## src/rtl/audio_cfg_seq.sv

```systemverilog
// audio_cfg_seq: I2C write sequencer that plays a codec init table and single host register writes
module audio_cfg_seq #(
    parameter int         CLK_DIV  = 125,
    parameter logic [6:0] DEV_ADDR = 7'h1A
) (
    input  logic       clk,
    input  logic       reset_n,
    input  logic       start,
    input  logic       wr_req,
    input  logic [6:0] wr_addr,
    input  logic [8:0] wr_data,
    output logic       wr_ack,
    output logic       busy,
    output logic       init_done,
    output logic       ack_err,
    output logic       sclk,
    output logic       sdat_oe,
    input  logic       sdat_in
);
    typedef enum logic [2:0] {IDLE, START, BIT, ACK, STOP, GAP} state_t;

    state_t      state;
    logic [9:0]  qcnt;
    logic [1:0]  q;
    logic [4:0]  ptr;
    logic [3:0]  idx;
    logic [1:0]  retry;
    logic        is_init;
    logic        pend;
    logic        nack;
    logic [6:0]  h_addr;
    logic [8:0]  h_data;
    logic [15:0] entry;
    logic [23:0] frame;
    logic [4:0]  pm1;
    logic        tick;
    logic        nxt_bit;

    function automatic logic [15:0] tbl(input logic [3:0] i);
        case (i)
            4'd0:    tbl = {7'h0F, 9'h000};
            4'd1:    tbl = {7'h00, 9'h097};
            4'd2:    tbl = {7'h01, 9'h097};
            4'd3:    tbl = {7'h02, 9'h079};
            4'd4:    tbl = {7'h03, 9'h079};
            4'd5:    tbl = {7'h04, 9'h012};
            4'd6:    tbl = {7'h05, 9'h000};
            4'd7:    tbl = {7'h06, 9'h067};
            4'd8:    tbl = {7'h07, 9'h042};
            4'd9:    tbl = {7'h08, 9'h000};
            default: tbl = {7'h09, 9'h001};
        endcase
    endfunction

    // current register/data pair: table entry during init, captured host pair otherwise
    always_comb entry = is_init ? tbl(idx) : {h_addr, h_data};

    assign frame   = {DEV_ADDR, 1'b0, entry};
    assign pm1     = ptr - 5'd1;
    assign nxt_bit = frame[pm1];
    assign tick    = qcnt == 10'(CLK_DIV - 1);
    assign busy    = state != IDLE;

    // frame sequencer: outputs are updated at quarter boundaries for the quarter being entered
    always_ff @(posedge clk or negedge reset_n) begin
        if (!reset_n) begin
            state     <= IDLE;
            qcnt      <= '0;
            q         <= '0;
            ptr       <= '0;
            idx       <= '0;
            retry     <= '0;
            is_init   <= 1'b0;
            pend      <= 1'b0;
            nack      <= 1'b0;
            h_addr    <= '0;
            h_data    <= '0;
            wr_ack    <= 1'b0;
            init_done <= 1'b0;
            ack_err   <= 1'b0;
            sclk      <= 1'b1;
            sdat_oe   <= 1'b0;
        end else begin
            wr_ack <= 1'b0;
            if (start && state != IDLE) pend <= 1'b1;
            if (state == IDLE) begin
                qcnt <= '0;
                q    <= '0;
                if (start || pend) begin
                    state     <= START;
                    is_init   <= 1'b1;
                    idx       <= '0;
                    retry     <= '0;
                    nack      <= 1'b0;
                    pend      <= 1'b0;
                    init_done <= 1'b0;
                    ack_err   <= 1'b0;
                end else if (wr_req) begin
                    state   <= START;
                    is_init <= 1'b0;
                    h_addr  <= wr_addr;
                    h_data  <= wr_data;
                    retry   <= '0;
                    nack    <= 1'b0;
                end
            end else begin
                qcnt <= tick ? '0 : qcnt + 10'd1;
                if (state == ACK && q == 2'd2 && tick && sdat_in) nack <= 1'b1;
                if (tick) begin
                    q <= q + 2'd1;
                    case (state)
                        START: begin
                            if (q == 2'd1) sdat_oe <= 1'b1;
                            if (q == 2'd3) begin
                                state   <= BIT;
                                ptr     <= 5'd23;
                                sclk    <= 1'b0;
                                sdat_oe <= ~frame[23];
                            end
                        end
                        BIT: begin
                            if (q == 2'd1) sclk <= 1'b1;
                            if (q == 2'd3) begin
                                sclk <= 1'b0;
                                if (ptr[2:0] == 3'd0) begin
                                    state   <= ACK;
                                    sdat_oe <= 1'b0;
                                end else begin
                                    ptr     <= pm1;
                                    sdat_oe <= ~nxt_bit;
                                end
                            end
                        end
                        ACK: begin
                            if (q == 2'd1) sclk <= 1'b1;
                            if (q == 2'd3) begin
                                sclk <= 1'b0;
                                if (nack || ptr == 5'd0) begin
                                    state   <= STOP;
                                    sdat_oe <= 1'b1;
                                end else begin
                                    state   <= BIT;
                                    ptr     <= pm1;
                                    sdat_oe <= ~nxt_bit;
                                end
                            end
                        end
                        STOP: begin
                            if (q == 2'd1) sclk <= 1'b1;
                            if (q == 2'd2) sdat_oe <= 1'b0;
                            if (q == 2'd3) state <= GAP;
                        end
                        GAP: begin
                            if (q == 2'd3) begin
                                nack <= 1'b0;
                                if (nack && retry != 2'd2) begin
                                    retry <= retry + 2'd1;
                                    state <= START;
                                end else begin
                                    if (nack) ack_err <= 1'b1;
                                    retry <= '0;
                                    if (is_init && idx != 4'd10) begin
                                        idx   <= idx + 4'd1;
                                        state <= START;
                                    end else begin
                                        state <= IDLE;
                                        if (is_init) init_done <= 1'b1;
                                        else wr_ack <= 1'b1;
                                    end
                                end
                            end
                        end
                        default: ;
                    endcase
                end
            end
        end
    end
endmodule

```

## config.mk

```make
export PLATFORM = sky130hd
export DESIGN_NAME = audio_cfg_seq
export DESIGN_NICKNAME = d
export VERILOG_FILES = /design/src/rtl/audio_cfg_seq.sv
export SDC_FILE = /design/constraint.sdc
export NUM_CORES = 1
export LEC_CHECK = 0
export ABC_AREA = 1
export BUFFER_PORTS_ARGS = -buffer_cell sky130_fd_sc_hd__buf_2
export CAP_MARGIN = 5
export CORE_UTILIZATION = 50
export DETAILED_ROUTE_END_ITERATION = 16
export GPL_TIMING_DRIVEN = 0
export MAX_ROUTING_LAYER = met4
export PLACE_DENSITY = 0.69
export SLEW_MARGIN = 20
export SYNTH_ARGS = -nofsm -noshare
export SYNTH_HDL_FRONTEND = slang
export SYNTH_SLANG_ARGS = --single-unit
```

## constraint.sdc

```tcl
create_clock -name clk -period 2.6 [get_ports clk]
set_input_delay 0.26 -clock clk [delete_from_list [all_inputs] [get_ports clk]]
set_output_delay 0.26 -clock clk [all_outputs]
set_load 0.1 [all_outputs]
```

==> impl_metrics.ini <==
[status]
status = finished, final reports clean

[logic_synthesis]
syn-num-nets = 425
yosysSeqAreaShare_pct = 41.2
synth_cell_types = 37
synth_top_area_share_pct = 40.3
syn_area_um2 = 3040
yosys.area.top_type = dfrtp_1
async_flop_share_pct = 100
synthFlopType = dfrtp_1
synth_area_leaders = dfrtp_1 40%, nand2_1 10%, inv_1 6.2%, nor2_1 6.2%, ha_1 5.8%
synth_enable_flop_cells = 0
synth_seq_cells = 50
syn_avg_cell_area_um2 = 7.80
syn_inst = 390
yosysWarnings = 0

[hold_path]
min_delay_path_depth = 2
hold_path_class = in -> reg

[setup_path]
arrival_ns = 2.44
reg2reg_depth = 13
path_class = reg -> reg
critPathLaunchType = register
path_max_fanout = 9
required_ns = 2.81
crit_path_end_kind = register

[floorplan]
num_rows = 28
die_y_um = 80.0
core_um2 = 5890
initial_core_util_pct = 51.7
io_pins = 27
die_area_um2 = 6400
die_w_um = 80.0

[power]
ir_drop_uv = 309
p_leak_nw = 1.81
power_mw = 1.44
powerDensity_nw_per_um2 = 424

[route]
finalWirelength_um = 6290
met1_length_um = 3010
drc = 0
detailroute.wirelength.met3_um = 196
dr.pass1.iters = 4
dr_wl_met2_um = 2980
highest_layer = met4
vias_per_cell = 5.10
vias = 2547
wl_per_cell_um = 12.6
drt_iter0_drc = 111
ant_nets = 0

[sta]
rsz0062_at_grt = no
max_slew.worst_pin.slew_ns = 0.635
fin_worst_skew_ns = 0.00788
drv_slew = 0
tns_ns = 0
hold_violations = 0
slew_headroom_pct = 57.7
setup_violations = 0
fin_crit_ns = 2.24
worst_slack_ns = 0.365
period_share_pct = 86.0
fmax_mhz = 447

[global_route]
grt_pass1_vias = 2347
grt_max_degree = 51
grt_pass1_wl_um = 10500
grtUsageTotal_pct = 21.8
gr-total-overflow = 0
antenna_found_initial = 0

[clock_network]
cts.sinks = 50
cts_resized = 0
cts_setup_buffers = 0
clock_path_buffers = 2
clock_latency_ns = 0.31
cts_tree = built
htree_num_levels = 2
cts_root_buf = clkbuf_8
cts_buffers = 5
path_clk_slew_ns = 0.10

[cells_and_area]
nets = 458
final_layout_size_suffix_gt1_share_pct = 17.9
n_antenna_cell = 0
post-route-util_pct = 57.6
syn_to_final_growth_pct = 11.4
finalInstanceArea_um2 = 3390
layout_common_cells = 82 x nand2_1, 50 x inv_1, 50 x nor2_1
final_common_cell = nand2_1

[placed_design]
place_congestion = 0.900
dp_slack_ns = 0.299
dpl.hpwl_um = 4610
portBuffers = 26
place_area_um2 = 3270

[flow_run]
timing.max_cap.violations = 0
[cells in the mapped netlist, types with 5 or more instances]
cell type	n
a21oi_1	18
dfrtp_1	49
ha_1	14
inv_1	50
inv_2	6
mux2_2	14
nand2_1	82
nand2_2	5
nand3_1	24
nor2_1	50
nor3_1	10
o21ai_0	17
o21ai_1	5
[state kept, by name (all words and copies together) (netlist names), 2 cells and up]
register  cells
idx           4
h_data        9
h_addr        7
q             2
ptr           5
retry         2
state         3
qcnt         10
[power by group]
group | switching [mW] | internal, mW
Combinational | 0.0478 | 0.0313
Sequential | 0.00691 | 0.789
Clock | 0.276 | 0.286
Total | 0.331 | 1.11
[cells by family after synthesis]
logic type / after synthesis / share of synthesized area (%)
simple gates: 183 / 26.7
xor+xnor: 4 / 1.15
fa+ha+maj: 14 / 5.76
buf+inv: 66 / 8.93
flops: 50 / 41.2
compound gates: 59 / 11.1
mux: 14 / 5.18
[area by class of cell]
class                      count  area [µm²]
clock buffer                   5        68.8
clock inverter                 3        45.0
tap                           75        93.8
buffer                         7        50.0
timing repair buffer          27         143
fill                         566        2500
sequential                    50        1250
inverter                      58         218
multi-input combinational    274        1520
[per-layer routing]
metal,global-route usage (%),vias to the layer above
met5,-,-
met4,7.32,0
met3,3.54,9
met2,35.6,51
met1,27.7,1164
li1,-,1323
[repair_timing]
action	in CTS	in global routing
endpoints found under the hold margin	49	0
hold buffers	1	0
endpoints found under the setup margin	0	1
[path summary, 6_finish.rpt]
check	start	endpoint	slack (ns)
max in group asynchronous	reset_n	init_done	1.65
setup reg to reg	ptr[0]	sdat_oe	0.36
hold reg to reg	qcnt[0]	qcnt[0]	0.46
hold / removal	wr_addr[0]	h_addr[0]	0.18
setup / recovery	ptr[0]	sdat_oe	0.36
min in group asynchronous	reset_n	qcnt[2]	0.50
[critical path: stages, from the launching register on]
cell and delay [ns]:
dfrtp_1 0.45, clkinv_1 0.29, ha_1 0.50, nor2_1 0.17, o21a_1 0.13, o21ai_0 0.07
nand2_1 0.07, inv_1 0.03, nand2_1 0.09, nand2_1 0.06, nand2_1 0.06, nand2_1 0.05
nand2_1 0.08, a21oi_1 0.07
[metrics by stage]
stage	std cells	hold slack, ns
after floorplan	390	-0.0356
after global placement	491	0.451
after detailed placement	491	0.328
after CTS	500	0.167
after global routing	499	0.161
final	499	0.176
Power figures use the tool's default switching activity.
